<file path="config.mk">
export PLATFORM = sky130hd
export DESIGN_NAME = spi_master
export DESIGN_NICKNAME = d
export VERILOG_FILES = /design/src/rtl/spi_pkg.sv /design/src/rtl/spi_master_shreg.sv /design/src/rtl/spi_master.sv
export SDC_FILE = /design/constraint.sdc
export NUM_CORES = 1
export LEC_CHECK = 0
export ABC_AREA = 1
export CORE_MARGIN = 2
export CORE_UTILIZATION = 32
export DETAILED_ROUTE_END_ITERATION = 12
export PLACE_DENSITY = 0.56
export SLEW_MARGIN = 15
export SYNTH_ARGS = -nofsm -noshare
export SYNTH_HDL_FRONTEND = slang
export SYNTH_HIERARCHICAL = 1
export SYNTH_SLANG_ARGS = --single-unit
</file>
<file path="constraint.sdc">
create_clock -name clk -period 3.3 [get_ports clk]
set_input_delay 0.66 -clock clk [delete_from_list [all_inputs] [get_ports clk]]
set_output_delay 0.66 -clock clk [all_outputs]
set_load 0.02 [all_outputs]
</file>
<file path="src/rtl/spi_pkg.sv">
// Shared types and constants for the SPI master: command opcodes, FSM states and frame geometry.
package spi_pkg;

    typedef enum logic [1:0] {
        OP_WR_ADDR = 2'b00,
        OP_WR_DATA = 2'b01,
        OP_RD_ADDR = 2'b10,
        OP_RD_DATA = 2'b11
    } op_e;

    typedef enum logic [2:0] {
        ST_IDLE,
        ST_MODE,
        ST_SHIFT,
        ST_TURN,
        ST_READ,
        ST_DONE
    } state_e;

    localparam int unsigned FRAME_W  = 10;
    localparam int unsigned DATA_W   = 8;
    localparam int unsigned TURN_CYC = 2;
    localparam int unsigned CNT_W    = 5;

endpackage

</file>
<file path="src/rtl/spi_master_shreg.sv">
// Frame shift register: parallel load of {op, payload}, MSB-first shift-out, LSB-side shift-in of MISO.
module spi_master_shreg
    import spi_pkg::*;
(
    input  logic               clk,
    input  logic               rst,
    input  logic               load,
    input  logic               shift,
    input  logic [FRAME_W-1:0] din,
    input  logic               sin,
    output logic               sout,
    output logic [DATA_W-1:0]  rx_byte
);

    logic [FRAME_W-1:0] q;

    always_ff @(posedge clk or posedge rst) begin
        if (rst) begin
            q <= '0;
        end else if (load) begin
            q <= din;
        end else if (shift) begin
            q <= {q[FRAME_W-2:0], sin};
        end
    end

    assign sout    = q[FRAME_W-1];
    // Byte as it will stand after the current shift-in, so the last READ cycle can capture it directly.
    assign rx_byte = {q[DATA_W-2:0], sin};

endmodule

</file>
<file path="src/rtl/spi_master.sv">
// Command-driven SPI master; clk doubles as the serial bit clock.
// Define SPI_MASTER_SEQ_CHECK_EN to reject read-data commands not preceded by a read-address command.
module spi_master
    import spi_pkg::*;
(
    input  logic              clk,
    input  logic              rst,
    input  logic              cmd_valid,
    output logic              cmd_ready,
    input  logic [1:0]        cmd_op,
    input  logic [DATA_W-1:0] cmd_data,
    output logic              SS_n,
    output logic              MOSI,
    input  logic              MISO,
    output logic [DATA_W-1:0] rd_data,
    output logic              rd_valid,
    output logic              err
);

    state_e             state, state_next;
    logic [CNT_W-1:0]   cnt, cnt_load;
    op_e                op_q;
    logic               accept, start, reject, last_read;
    logic               sh_shift, sh_out;
    logic [DATA_W-1:0]  rx_byte;

    assign cmd_ready = (state == ST_IDLE);
    assign accept    = cmd_valid && cmd_ready;
    assign last_read = (state == ST_READ) && (cnt == '0);
    assign start     = accept && !reject;

`ifdef SPI_MASTER_SEQ_CHECK_EN
    logic rd_addr_seen, err_q;

    assign reject = accept && (cmd_op == OP_RD_DATA) && !rd_addr_seen;
    assign err    = err_q;

    always_ff @(posedge clk or posedge rst) begin
        if (rst) begin
            rd_addr_seen <= 1'b0;
            err_q        <= 1'b0;
        end else begin
            err_q <= reject;
            if (start && (cmd_op == OP_RD_ADDR)) begin
                rd_addr_seen <= 1'b1;
            end else if (last_read) begin
                rd_addr_seen <= 1'b0;
            end
        end
    end
`else
    assign reject = 1'b0;
    assign err    = 1'b0;
`endif

    spi_master_shreg u_shreg (
        .clk     (clk),
        .rst     (rst),
        .load    (start),
        .shift   (sh_shift),
        .din     ({cmd_op, cmd_data}),
        .sin     (MISO),
        .sout    (sh_out),
        .rx_byte (rx_byte)
    );

    always_ff @(posedge clk or posedge rst) begin
        if (rst) begin
            state    <= ST_IDLE;
            cnt      <= '0;
            op_q     <= OP_WR_ADDR;
            rd_data  <= '0;
            rd_valid <= 1'b0;
        end else begin
            state    <= state_next;
            cnt      <= (state_next != state) ? cnt_load : cnt - CNT_W'(1);
            rd_valid <= last_read;
            if (start) begin
                op_q <= op_e'(cmd_op);
            end
            if (last_read) begin
                rd_data <= rx_byte;
            end
        end
    end

    always_comb begin
        state_next = state;
        cnt_load   = '0;
        sh_shift   = 1'b0;
        SS_n       = 1'b1;
        MOSI       = 1'b0;
        case (state)
            ST_IDLE: begin
                if (start) state_next = ST_MODE;
            end
            ST_MODE: begin
                SS_n       = 1'b0;
                MOSI       = sh_out;
                state_next = ST_SHIFT;
                cnt_load   = CNT_W'(FRAME_W - 1);
            end
            ST_SHIFT: begin
                SS_n     = 1'b0;
                MOSI     = sh_out;
                sh_shift = 1'b1;
                if (cnt == '0) begin
                    if (op_q == OP_RD_DATA) begin
                        state_next = ST_TURN;
                        cnt_load   = CNT_W'(TURN_CYC - 1);
                    end else begin
                        state_next = ST_DONE;
                    end
                end
            end
            ST_TURN: begin
                SS_n = 1'b0;
                if (cnt == '0) begin
                    state_next = ST_READ;
                    cnt_load   = CNT_W'(DATA_W - 1);
                end
            end
            ST_READ: begin
                SS_n     = 1'b0;
                sh_shift = 1'b1;
                if (cnt == '0) state_next = ST_DONE;
            end
            ST_DONE: begin
                state_next = ST_IDLE;
            end
            default: begin
                state_next = ST_IDLE;
            end
        endcase
    end

endmodule
</file>
==> summary.md, run 1 <==
| Metric | Value |
|---|---|
| Outcome | complete, no violations |
| CTS tree | yes |
| WL met2 | roughly 1.2 mm |
| Synth Cell Area | around 1500 sq um |
| Highest routed layer | met4 |
| Total wire length | ~2.7 mm |
| CP arrival | ~2 ns |
| Initial DRC count | 69 |
| Area growth syn-to-layout | 19.9% |
| Leakage | slightly above 0.9 nW |
| Pre-CTS setup slack | 0.882 ns |
| Most frequent cells in the layout | nand2_1, dfrtp_1, nand3_1 |
| Crit path cell chain | nor3_1 > inv_1 > a21boi_1 > clkdlybuf4s50_1 |
| Hold Slack | around 0.47 ns |
| YS warnings | 6 |
| Mapped Cells | 186 |
| Hold Buf Count CTS | 0 |
| Final Critical Period | roughly 2.7 ns |
| Setup tns final | 0 ns |
| Worst setup SP type | flip-flop |
| Routability congestion estimate from global placement | around 0.90 |
| Slew @ Worst Pin | around 0.74 ns |
| Endpoint class of the critical path | output pin |
| Vias in the first global route | 1088 |
| Routed Antenna Nets | 0 |
| Starting Density | 32.6% |
| DRC Markers | 0 |
| GRT overflow | 0 |
| IO buf count | 25 |
| Post-CTS setup buffers | 0 |
| GRT Overall Usage | roughly an eighth |
| Hold Violations, Final | 0 |
| Max Slew Vio Count | 0 |
| Drt via density | between 4 and 5 |
| DP HPWL | ~2.1 mm |
| Vias | 1165 |
| Worst-path clk slew | 0.06 ns |
| Post-route setup slack | 0.592 ns |
| Layout cell share with drive strength beyond 1 | about an eighth |
| Die area | ~5300 sq um |
| Worst VDD drop | around 280 uV |
| Reg2reg setup slack | 1.51 ns |
| Met1 wire length | around 1.3 mm |
| Antenna cells | 0 |
| Core box area | approximately 4700 sq um |
| Cell row count | 25 |
| Worst skew pair latency | approximately 0.28 ns |
| Largest delay contributor family on the critical path | buffers and inverters |
| Seq/Total Area, Yosys | a little under half |
| Slew HR | about half |
| First-pass GRT wire length | around 4.7 mm |
| Cts repair resizes | 0 |
| Clk sinks | 29 |
| Cell variety after synth | 22 |
| Most common cell after layout, fill and taps aside | nand2_1 |
| Clock Tree Buf Depth | 2 |
| Crit Path Class | reg -> out |
| Yosys reg bits | 29 |
| WL met3 | between 150 and 200 um |
| Clock Skew | roughly 0.0028 ns |
| RSZ-0062 raised after global routing | no |
| Largest net degree at the start of global routing | 20 |
| Root Buffer | clkbuf_8 |
| Data required, critical path | between 2 and 3 ns |
| Num CTS Buffers | 5 |
| Final setup viols | 0 |
| Worst path max stage delay | 0.61 ns |
| Period utilization | between 80% and 90% |
| Average size of a mapped cell | slightly above 8 sq um |
| Max Cap Viol | 0 |
| Filler cells | around 470 |
| Final #Nets | roughly 220 |
| Die height | between 70 and 80 um |
| Die X | 72.9 um |
| Pwr dens | about 950 nW/um^2 |
| DR WL/cell | between 10 and 15 um |
| Antenna violations before repair | 0 |
| Io pins | 27 |
| Max Fclk | 369 MHz |
| Max stage delay cell, worst path | clkdlybuf4s50_1 |
| Syn_nets | slightly above 200 |
| H-tree depth | 2 |
| Hold Crit Class | reg -> reg |
| WP buf/inv | 2 |
| Drt first pass iters | 4 |
| Crit Path Max Fanout | 5 |
## area by class of cell
type                            instances  area (sq um)  area share, %
Clock buffer                            5          68.8           3.78
Clock inverter                          3          17.5          0.962
Inverter                               21          78.8           4.33
Multi-Input combinational cell        124           613           33.7
Sequential cell                        29           726           39.8
Tap cell                               54          67.6           3.71
Timing Repair Buffer                   25           250           13.7
## power by group
group          internal, mW  leakage (nW)  switching, mW  total (mW)
registers             0.503         0.372         0.0929       0.596
logic                 0.333         0.491          0.519       0.852
clock network         0.145        0.0439          0.134       0.279
## Yosys cell counts
cell       n  area share, %
a21boi_1   1           0.49
a21oi_1    1           0.33
a32oi_1    1           0.58
buf_4      9            4.4
buf_6      3            2.2
conb_1     1           0.25
dfrtp_1   29             48
ha_1       2            1.6
inv_1     18            4.4
inv_2      3           0.74
nand2_1   63             16
nand2_2    2           0.82
nand2_4    1           0.74
nand3_1   26            8.6
nand3_2    2            1.3
nor2_1     8            2.0
nor2_2     5            2.1
nor2_4     3            2.2
nor3_1     3           0.99
o21a_1     1           0.49
o21ai_2    1           0.58
xor2_1     3            1.7
## routing by layer
layer	up-vias	track usage, %
li1	611	-
met1	517	15.1
met4	0	5.56
met3	5	5.11
met2	32	17.7
met5	-	0
## kinds of logic after synthesis
kind of cell | count (synthesis) | share of synthesized area (%)
AO/OA/AOI/OAI | 5 | 2.47
XOR/XNOR | 3 | 1.73
adder cells (fa/ha/maj) | 2 | 1.65
buffers and inverters | 33 | 11.9
flip-flops | 29 | 47.8
other | 1 | 0.247
AND/OR/NAND/NOR | 113 | 34.3
## worst register-to-register path, stage by stage, from the launching register on
cell	delay, ns
dfrtp_1	0.36
inv_1	0.11
ha_1	0.18
inv_1	0.04
nor2_1	0.07
nand2_1	0.12
nor2_2	0.41
nor2_2	0.10
nand3_2	0.10
nand2_4	0.06
nand3_1	0.08
nand2_1	0.05
## sequential cells by signal (all words and copies together), names as in the netlist
signal,cells
cnt,5
u_shreg/q,10
state,3
rd_data,8
op_q,2
rd_valid,1
## per-stage QoR
| step | utilization (%) | instance area, sq um | cells | power (mW) |
|---|---|---|---|---|
| floorplan | - | 1520 | 186 | 1.29 |
| CTS | 39.1 | 1820 | 261 | 1.75 |
| detailed placement | 37.2 | 1740 | 253 | 1.46 |
| finish | 39.1 | 1820 | 261 | 1.73 |
| global placement | 37.2 | 1740 | 253 | 1.46 |
| global route | 39.1 | 1820 | 261 | 1.88 |
## final timing paths
path / start / endpoint / cells past startpoint
max: state[1] / MOSI / 4
min: rd_data[3] / rd_data[3] / 2
max reg2reg: cnt[0] / cnt[0] / 11
min reg2reg: rd_data[3] / rd_data[3] / 2
max in group asynchronous: rst / rd_data[0] / 2
min in group asynchronous: rst / u_shreg/q[7] / 2
Power figures use the tool's default switching activity.
==> run 2: changes to the inputs <==
--- a/config.mk
+++ b/config.mk
@@ -9,7 +9,7 @@
 export CORE_MARGIN = 2
 export CORE_UTILIZATION = 32
 export DETAILED_ROUTE_END_ITERATION = 12
-export PLACE_DENSITY = 0.56
+export PLACE_DENSITY = 0.58
 export SLEW_MARGIN = 15
 export SYNTH_ARGS = -nofsm -noshare
 export SYNTH_HDL_FRONTEND = slang
==> constraint.sdc (replaced) <==
create_clock -name clk -period 2.4 [get_ports clk]
set_input_delay 0.48 -clock clk [delete_from_list [all_inputs] [get_ports clk]]
set_output_delay 0.48 -clock clk [all_outputs]
set_load 0.02 [all_outputs]
==> run 2 against run 1 <==
  * Register-to-register slack worse by 0.66 ns
  * Combinational power rose by 40%
  * Die area did not move
  * Clock skew is 0.0064 ns higher
  * Critical path type unchanged
  * Wire length up 3.8%
  * Highest routed layer unchanged
  * Final cell count increased by 1.5%
  * Global-route usage is 0.57 points higher
  * Utilization up 1.3 points
==> summary.md, run 2 (synthesis results as in run 1) <==
| Metric | Value |
|---|---|
| Drt via density | 4.47 (about the same) |
| Hold Buf Count CTS | 0 (unchanged) |
| Worst-path clk slew | 0.06 ns (about the same) |
| Clock Skew | 0.00917 ns (+0.00636 ns) |
| Largest net degree at the start of global routing | 20 (unchanged) |
| P_sw | 1.03 mW (+38%) |
| Num CTS Buffers | 5 (unchanged) |
| Endpoint class of the critical path | output pin |
| Max Cap Viol | 0 (unchanged) |
| Drt first pass iters | 4 (unchanged) |
| Switching Fraction | 40.7% (-2.5 points) |
| Antenna cells | 0 (unchanged) |
| CP arrival | 1.82 ns (-0.23 ns) |
| Io pins | 27 (unchanged) |
| Post-CTS setup buffers | 0 (unchanged) |
| Total wire length | 2.84 mm (+3.8%) |
| Final setup viols | 0 (unchanged) |
| Clock Tree Buf Depth | 2 (unchanged) |
| GRT Overall Usage | 12.5% (+0.57 points) |
| Routed Antenna Nets | 0 (unchanged) |
| Period utilization | 95.9% |
| Max Slew Vio Count | 0 (unchanged) |
| Filler cells | 475 (+0.42%) |
| GRT met3 Usage | 4.83% (-0.28 points) |
| Pre-CTS setup slack | 0.385 ns (-0.496 ns) |
| Sequential power share | 32.4% (-2.1 points) |
| Largest regs | u_shreg/q: 10 flops, rd_data: 8 flops, cnt: 5 flops |
| Max reg flops | 10 (unchanged) |
| Die height | 72.9 um (unchanged) |
| Root Buffer | clkbuf_8 |
| Total power | 2.54 mW (+47%) |
| Cts repair resizes | 0 (unchanged) |
| Initial DRC count | 86 (+25%) |
| Reg2reg setup slack | 0.85 ns (-0.66 ns) |
| IO buf count | 25 (unchanged) |
| Crit Path Class | reg -> out |
| Worst setup SP type | flip-flop |
| Outcome | complete, no violations |
| Routability congestion estimate from global placement | 0.864 (-3.5%) |
| Pwr dens | 1350 nW/um^2 (+42%) |
| Placement-stage cell area | 1770 sq um (+1.7%) |
| DR WL/cell | 10.7 um (+2.2%) |
| Top reg by flops | u_shreg/q |
| Area of the multi-input gates | 613 sq um (unchanged) |
| Most frequent cells in the layout | nand2_1, dfrtp_1, nand3_1 |
| Vias | 1184 (+1.6%) |
| Die X | 72.9 um (unchanged) |
| First-pass GRT wire length | 4.86 mm (+2.6%) |
| Final Critical Period | around 2.3 ns |
| GR peak layer | met2 |
| Total area of sequential cells | 726 sq um (unchanged) |
| Most common cell after layout, fill and taps aside | nand2_1 |
| DP HPWL | 2.18 mm (+4.0%) |
| RSZ-0062 raised after global routing | no |
| Post-route design area | 1880 sq um (+3.3%) |
| Logic pwr share | 47.0% (-2.4 points) |
| Setup tns final | 0 ns (unchanged) |
| Starting Density | 32.6% (unchanged) |
| GRT overflow | 0 (unchanged) |
| Global Route met2 Usage | 18.1% (+0.40 points) |
| Hold Crit Class | reg -> reg |
| Hold Violations, Final | 0 (unchanged) |
| Data required, critical path | 1.92 ns (-0.72 ns) |
| Max Fclk | around 430 MHz |
| CTS tree | yes |
| Fin cells | 265 (+1.5%) |
| Core box area | 4660 sq um (unchanged) |
| Post-route setup slack | 0.0972 ns (-0.494 ns) |
| H-tree depth | 2 (unchanged) |
| Area growth syn-to-layout | 23.9% |
| Worst VDD drop | 390 uV (+41%) |
| Layout cell share with drive strength beyond 1 | 13.3% (+1.2 points) |
| Leakage | 0.942 nW (+3.9%) |
| Clk sinks | 29 (unchanged) |
| DRC Markers | 0 (unchanged) |
| Antenna violations before repair | 0 (unchanged) |
| Met1 GRT Util | 16.1% (+1.0 points) |
| Die area | 5310 sq um (unchanged) |
| Cell row count | 25 (unchanged) |
| Vias in the first global route | 1067 (-1.9%) |
| Worst skew pair latency | 0.29 ns (about the same) |
| Final #Nets | 226 (+1.8%) |
| Clock Power Share | 20.7% (+4.5 points) |
| Cell Int Power | 1.50 mW (+53%) |
| Placed cells | 257 (+1.6%) |
| Crit Path Max Fanout | 5 (unchanged) |
-- run 2: cell count changes in the layout (fill, tap and decap cells not counted) --
cell,delta
buf_4,+4
clkinv_2,-2
bufinv_16,+1
clkbuf_1,+1
clkbuf_8,+1
clkinvlp_4,-1
-- run 2: worst max-delay path: stages (launching register included) --
cell and delay (ns):
dfrtp_1 0.43, nor3_1 0.27, inv_1 0.09, a21boi_1 0.14, clkdlybuf4s50_1 0.62
-- run 2: worst paths after layout --
kind | cells after the start | to | from
setup / recovery | 4 | MOSI | state[1]
hold / removal | 2 | rd_data[5] | rd_data[5]
setup reg to reg | 11 | cnt[3] | cnt[0]
hold reg to reg | 2 | rd_data[5] | rd_data[5]
max in group asynchronous | 2 | u_shreg/q[9] | rst
min in group asynchronous | 2 | u_shreg/q[7] | rst
-- run 2: cell type report --
type	count	share of cell area, %
flip-flops and latches	29	38.6
multi-input cells	124	32.6
repair buffers	29	14.9
clock buffers	7	4.59
inverters	21	4.19
well taps	54	3.59
clock inverters	1	1.60
-- run 2: metrics by stage --
step	hold slack (ns)	utilization (%)
after global placement	0.458	37.9
final	0.470	40.4
after detailed placement	0.462	37.9
after CTS	0.479	40.4
after global routing	0.501	40.4
after floorplan	0.320	-
-- run 2: layer usage --
| metal | vias up | wire, um | part of all wire (%) |
|---|---|---|---|
| li1 | 616 | - | - |
| met1 | 537 | 1340 | 47 |
| met2 | 24 | 1280 | 45 |
| met3 | 7 | 145 | 5.1 |
| met4 | 0 | 78 | 2.7 |
| met5 | - | 0 | 0 |
-- run 2: power by group through the flow --
| stage | Clock [mW] | Sequential [mW] | Combinational (mW) |
|---|---|---|---|
| final | 0.524 | 0.821 | 1.19 |
| after floorplan | 0 | 0.858 | 0.915 |
| after global placement | 0 | 0.828 | 1.20 |
| after global routing | 0.559 | 0.847 | 1.36 |
| after CTS | 0.535 | 0.822 | 1.21 |
| after detailed placement | 0 | 0.830 | 1.20 |
